[src/rtl/uart_rx_mmio.sv]
// uart_rx_mmio: 8N1 UART receiver with a receive FIFO behind a valid/ready MMIO slave.
// Optional build macro UART_RX_BLOCKING_EN: an RXDATA read on an empty FIFO stalls
// (uart_ready=0) until a byte arrives instead of returning the empty marker.
`timescale 1ns/1ps

module uart_rx_mmio #(
   parameter int CLK_FREQ   = 50000000,
   parameter int BAUD_RATE  = 115200,
   parameter int FIFO_DEPTH = 16
) (
   input  logic        clk,
   input  logic        rst,
   input  logic        rx_pin,
   input  logic        bus_valid,
   input  logic        bus_write,
   input  logic [31:0] bus_addr,
   input  logic [31:0] bus_wdata,
   output logic        uart_ready,
   output logic [31:0] mmio_rdata,
   output logic        irq_o
);

   localparam int CLKS_PER_BIT = CLK_FREQ / BAUD_RATE;
   localparam int HALF_BIT     = CLKS_PER_BIT / 2;
   localparam int CNT_W        = $clog2(CLKS_PER_BIT);
   localparam int AW           = $clog2(FIFO_DEPTH);

   localparam logic [1:0] REG_RXDATA = 2'd0;
   localparam logic [1:0] REG_STATUS = 2'd1;

   typedef enum logic [1:0] {S_IDLE, S_START, S_DATA, S_STOP} rx_state_t;

   // Receiver state
   logic             rx_meta, rx_s;
   rx_state_t        state, state_d;
   logic [CNT_W-1:0] clk_cnt, clk_cnt_d;
   logic [2:0]       bit_cnt, bit_cnt_d;
   logic [7:0]       shift_q, shift_d;
   logic             push_d, ferr_d, push_q, ferr_q;

   // FIFO and status
   logic [7:0]    mem [FIFO_DEPTH];
   logic [AW-1:0] wr_ptr, rd_ptr;
   logic [4:0]    count;
   logic          overrun, frame_err;
   logic          empty, full;
   logic [1:0]    addr_sel;
   logic          rd_rx, pop, push_ok, ovr_set, w1c;
   logic          unused_bits;

   assign unused_bits = ^{bus_addr[31:4], bus_addr[1:0], bus_wdata[31:4], bus_wdata[1:0]};

   // Two-flop synchroniser for the asynchronous serial line, idling high
   always_ff @(posedge clk) begin
      // NOTE: non-blocking assignments make both flops sample the old values, forming a real 2-stage chain.
      if (rst) begin
         rx_meta <= 1'b1;
         rx_s    <= 1'b1;
      end else begin
         rx_meta <= rx_pin;
         rx_s    <= rx_meta;
      end
   end

   // Receiver state register; push/frame-error strobes are registered one cycle after the stop sample
   always_ff @(posedge clk) begin
      if (rst) begin
         state   <= S_IDLE;
         clk_cnt <= '0;
         bit_cnt <= '0;
         shift_q <= '0;
         push_q  <= 1'b0;
         ferr_q  <= 1'b0;
      end else begin
         state   <= state_d;
         clk_cnt <= clk_cnt_d;
         bit_cnt <= bit_cnt_d;
         shift_q <= shift_d;
         push_q  <= push_d;
         ferr_q  <= ferr_d;
      end
   end

   // Receiver next-state: half-bit start check, then 8 LSB-first data samples and a stop sample
   always_comb begin
      // NOTE: every output gets a default first so no path leaves a variable unassigned (no latches).
      state_d   = state;
      clk_cnt_d = clk_cnt + 1'b1;
      bit_cnt_d = bit_cnt;
      shift_d   = shift_q;
      push_d    = 1'b0;
      ferr_d    = 1'b0;
      case (state)
         S_IDLE: begin
            clk_cnt_d = '0;
            if (!rx_s) state_d = S_START;
         end
         S_START: begin
            if (clk_cnt == CNT_W'(HALF_BIT - 1)) begin
               clk_cnt_d = '0;
               bit_cnt_d = '0;
               state_d   = rx_s ? S_IDLE : S_DATA;
            end
         end
         S_DATA: begin
            if (clk_cnt == CNT_W'(CLKS_PER_BIT - 1)) begin
               clk_cnt_d = '0;
               shift_d   = {rx_s, shift_q[7:1]};
               bit_cnt_d = bit_cnt + 1'b1;
               if (bit_cnt == 3'd7) state_d = S_STOP;
            end
         end
         S_STOP: begin
            if (clk_cnt == CNT_W'(CLKS_PER_BIT - 1)) begin
               clk_cnt_d = '0;
               push_d    = rx_s;
               ferr_d    = !rx_s;
               state_d   = S_IDLE;
            end
         end
         default: state_d = S_IDLE;
      endcase
   end

   assign empty    = (count == 5'd0);
   assign full     = (count == 5'(FIFO_DEPTH));
   assign addr_sel = bus_addr[3:2];
   assign rd_rx    = bus_valid && !bus_write && (addr_sel == REG_RXDATA);

`ifdef UART_RX_BLOCKING_EN
   assign uart_ready = bus_valid && !(rd_rx && empty);
`else
   assign uart_ready = bus_valid;
`endif

   assign pop     = rd_rx && uart_ready && !empty;
   // A pop in the same cycle frees the slot the incoming byte needs
   assign push_ok = push_q && (!full || pop);
   assign ovr_set = push_q && full && !pop;
   assign w1c     = bus_valid && bus_write && (addr_sel == REG_STATUS) && uart_ready;

   // FIFO storage write
   always_ff @(posedge clk) begin
      // NOTE: storage has no reset; the pointers and count alone define which entries are valid.
      if (push_ok) mem[wr_ptr] <= shift_q;
   end

   // FIFO pointers, occupancy, sticky flags and interrupt
   always_ff @(posedge clk) begin
      if (rst) begin
         wr_ptr    <= '0;
         rd_ptr    <= '0;
         count     <= '0;
         overrun   <= 1'b0;
         frame_err <= 1'b0;
         irq_o     <= 1'b0;
      end else begin
         if (push_ok) wr_ptr <= wr_ptr + 1'b1;
         if (pop)     rd_ptr <= rd_ptr + 1'b1;
         case ({push_ok, pop})
            2'b10:   count <= count + 5'd1;
            2'b01:   count <= count - 5'd1;
            default: count <= count;
         endcase
         // Set has priority over a same-cycle W1C clear
         overrun   <= ovr_set | (overrun   & ~(w1c & bus_wdata[2]));
         frame_err <= ferr_q  | (frame_err & ~(w1c & bus_wdata[3]));
         irq_o     <= !empty;
      end
   end

   // Read mux: combinational from state and address; RXDATA shows the pre-pop head
   always_comb begin
      mmio_rdata = 32'h0;
      case (addr_sel)
         REG_RXDATA: mmio_rdata = {empty, 23'h0, (empty ? 8'h00 : mem[rd_ptr])};
         REG_STATUS: mmio_rdata = {23'h0, count, frame_err, overrun, full, empty};
         default:    mmio_rdata = 32'h0;
      endcase
   end

endmodule

[config.mk]
export PLATFORM = sky130hd
export DESIGN_NAME = uart_rx_mmio
export DESIGN_NICKNAME = d
export VERILOG_FILES = /design/src/rtl/uart_rx_mmio.sv
export SDC_FILE = /design/constraint.sdc
export NUM_CORES = 1
export LEC_CHECK = 0
export BUFFER_PORTS_ARGS = -buffer_cell sky130_fd_sc_hd__buf_2
export CORE_MARGIN = 3
export CORE_UTILIZATION = 38
export CTS_BUF_LIST = sky130_fd_sc_hd__clkbuf_8
export CTS_CLUSTER_SIZE = 14
export DETAILED_ROUTE_END_ITERATION = 8
export HOLD_SLACK_MARGIN = 0.05
export SYNTH_ARGS = -nofsm -noshare
export SYNTH_HDL_FRONTEND = slang
export SYNTH_SLANG_ARGS = --single-unit
[constraint.sdc]
create_clock -name clk -period 3.19 [get_ports clk]
set_input_delay 0.7975 -clock clk [delete_from_list [all_inputs] [get_ports clk]]
set_output_delay 0.7975 -clock clk [all_outputs]
set_load 0.02 [all_outputs]
==> metrics.md <==
| Metric | Value |
|---|---|
| Root Driver | clkbuf_8 |
| Leak pwr | around 2.7 nW |
| Final setup skew | 0.0156 ns |
| Crit end category | primary output |
| Slew @ Worst Pin | 0.765 ns |
| WP data required | 2.39 ns |
| Slew Limit Fails | 0 |
| TritonRoute pass-1 iters | 4 |
| Fin crit period | 3.10 ns |
| PortBufs | 20 |
| Via Count | between 3k and 4k |
| Synth Area per Inst | 14.9 sq um |
| Initial DRC count | 288 |
| Status | complete, no violations |
| Synthesized instance count | 484 |
| Synth warn | 0 |
| CP delay by family, top | multiplexers |
| Fin Setup TNS | 0 ns |
| WL final | roughly 14000 um |
| Final Hold Viols | 0 |
| Total Nets Final | 606 |
| CTS tree | built |
| EDFF count, synth | roughly 130 |
| Hold Slack | between 0.4 and 0.5 ns |
| CTS Buf Count | 17 |
| Fin crit share | 0.973 |
| Post-synthesis sequential area ratio | 0.662 |
| Grt ovf | 0 |
| Primary FF master, synth | edfxtp_1 |
| ANT cells | 0 |
| Sw Ratio | 0.209 |
| Setup CP Type | reg2out |
| Design area | 8110 sq um |
| Initial Util | 0.394 |
| Max-Cap Viols | 0 |
| Synth unique cells | just under 50 |
| FF+latch count, synth | 174 |
| Fin util | 0.444 |
| # H-tree levels | 4 |
| Data arrival, critical path | between 2 and 2.5 ns |
| Area grow syn2layout | 12.7% |
| Critical path fanouts, max | 8 |
| NetSw | 0.835 mW |
| Async set or reset register ratio after synthesis | 0 |
| Die X | 144 um |
| Total core area | 18300 sq um |
| GPL Wtd Cong | 0.782 |
| CTS sink count | 174 |
| Share of cells above drive strength 1 | 0.245 |
| Die Area | just over 20000 sq um |
| Worst VDD drop | 0.000268 V |
| First-pass GRT wire length | 22400 um |
| Placed inst area | approximately 7600 sq um |
| Comb pwr share | 0.015 |
| Worst slew margin | 0.489 |
| Antenna violations before repair | 0 |
| Crit-path cells | buf_16, mux4_2, a22oi_2, nand2_1, a22o_1, buf_2 |
| Sequential power share | 0.601 |
| Final ANT Viol Nets | 0 |
| Internal | approximately 3.2 mW |
| Worst Path Buf+Inv | 2 |
| WL per Instance | 18.8 um |
| Via count of the first global-routing pass | 3985 |
| Largest stage delay, worst path | 0.52 ns |
| Worst-Skew Late Latency | ~0.45 ns |
| Maximum clock path buffer count | 2 |
| Total GRT Usage | 0.147 |
| # DRC | 0 |
| Largest net degree at the start of global routing | 36 |
| Hold Crit Class | reg2reg |
| Max Clk Rate | about 320 MHz |
| Die Height | about 140 um |
| Power share of the clock group | 0.384 |
| Worst-path clk slew | 0.09 ns |
| Final setup violating endpoints | 0 |
| Cell Pwr Density | 492 nW/um^2 |
| Site Rows | 49 |
| I/O pin count | 103 |
| Crit-path slowest cell | mux4_2 |
| Vias per cell | 5.16 |
| Detailed placement HPWL | 9280 um |
| RSZ-0062 raised after global routing | true |
| Critical path launch point type | flop |
| Post-Syn Area | ~7000 sq um |
-- worst paths after layout --
kind / slack (ns) / startpoint / endpoint / cells past startpoint
worst min-delay path: 0.42 / rx_meta / rx_s / 1
worst max-delay path: 0.09 / flop / mmio_rdata[7] / 6
worst min register to register: 0.42 / rx_meta / rx_s / 1
worst max register to register: 0.72 / count[0] / count[4] / 9
-- worst reg2reg max path, cell delays in order, from the launching register on --
cell and delay [ns]:
dfxtp_1 0.42, nor4_4 0.48, nand2b_1 0.25, nand2_1 0.23, o31ai_1 0.10, ha_1 0.22, nor4_1 0.30, a21oi_1 0.13
mux2i_1 0.16, nor2_1 0.05
-- layer usage --
| metal | part of all wire | wire length, um | track usage | vias to the layer above |
|---|---|---|---|---|
| met1 | 0.42 | 6110 | 0.192 | 1980 |
| met2 | 0.51 | 7330 | 0.243 | 100 |
| li1 | - | - | - | 1874 |
| met3 | 0.062 | 899 | 0.0349 | 7 |
| met4 | 0.0077 | 111 | 0.0461 | 0 |
| met5 | 0 | 0 | 0 | - |
-- cell usage in the layout, fill, tap and decap left out, types with 6 or more instances in the layout --
| cell | Yosys | routed |
|---|---|---|
| buf_4 | 25 | 25 |
| nand2_1 | 38 | 38 |
| nand4_1 | 6 | 6 |
| a21oi_1 | 18 | 18 |
| nand3_1 | 11 | 11 |
| a22oi_1 | 15 | 8 |
| buf_2 | 3 | 20 |
| inv_1 | 7 | 8 |
| nor2_1 | 45 | 45 |
| clkbuf_8 | 0 | 19 |
| dfxtp_1 | 46 | 45 |
| mux4_2 | 32 | 32 |
| conb_1 | 1 | 22 |
| ha_1 | 11 | 11 |
| nor3_1 | 10 | 9 |
| a22o_1 | 9 | 9 |
| edfxtp_1 | 128 | 128 |
| a22oi_2 | 0 | 7 |
| xor2_1 | 11 | 11 |
-- stage by stage --
step / instances / setup slack (ns) / power, mW
after floorplan: 505 / 0.184 / 2.51
after global placement: 732 / 0.244 / 2.51
after detailed placement: 732 / 0.184 / 2.51
after CTS: 766 / 0.00684 / 4.03
after global routing: 768 / -0.0287 / 4.12
final: 768 / 0.0857 / 3.99
-- sequential cells by signal, summed over array words and instances (netlist names), named ones only --
name       count
count          5
mem          128
bit_cnt        3
irq_o          1
ferr_q         1
push_q         1
clk_cnt        9
frame_err      1
rd_ptr         4
rx_s           1
rx_meta        1
wr_ptr         4
overrun        1
shift_q        8
state          1
-- kinds of logic (layout without fill, tap and decap cells) --
kind of cell               count (synthesis)  in the layout  share of synthesized area
AOI/OAI and AO/OA                         54             54                     0.0541
xor gates and xnor gates                  14             14                     0.0170
adders and majority gates                 11             11                     0.0191
buffers and inverters                     54             88                     0.0428
DFF                                      174            174                      0.662
muxes                                     36             36                      0.106
other                                      1             22                   0.000521
and+or+nand+nor                          140            140                     0.0979
-- Yosys cell counts (10+ instances only) --
cell / n / area (sq um)
dfxtp_1: 46 / 921
nor3_1: 10 / 50.1
mux4_2: 32 / 721
a22oi_1: 15 / 113
nand3_1: 11 / 55.1
nand2_1: 38 / 143
a21oi_1: 18 / 90.1
edfxtp_1: 128 / 3840
ha_1: 11 / 138
buf_4: 25 / 188
nor2_1: 45 / 169
xor2_1: 11 / 96.3
clkbuf_1: 15 / 56.3
-- final cells by class --
type                            instances  area [sq um]
Tap cell                              229           287
Inverter                                7          26.3
Sequential cell                       174          4770
Timing Repair Buffer                   49           388
Clock buffer                           19           262
Clock inverter                         13           138
Multi-Input combinational cell        277          2240
Fill cell                            1581         10200
-- power groups by stage --
stage               combinational (mW)  clock [mW]  sequential, mW
floorplan                       0.0646           0            2.45
global placement                0.0563           0            2.45
detailed placement              0.0573           0            2.45
CTS                             0.0577        1.58            2.40
global route                    0.0643        1.66            2.40
finish                          0.0582        1.53            2.40
-- what timing repair did --
item | in CTS | in global routing
endpoints found under the hold margin | 0 | 0
hold buffers | 0 | 0
gates cloned | 2 | 1
setup endpoints to repair | 7 | 4
pin swaps | 0 | 1
gates resized for setup | 9 | 2
setup buffers | 0 | 1
(Power assumes the default switching activity.)
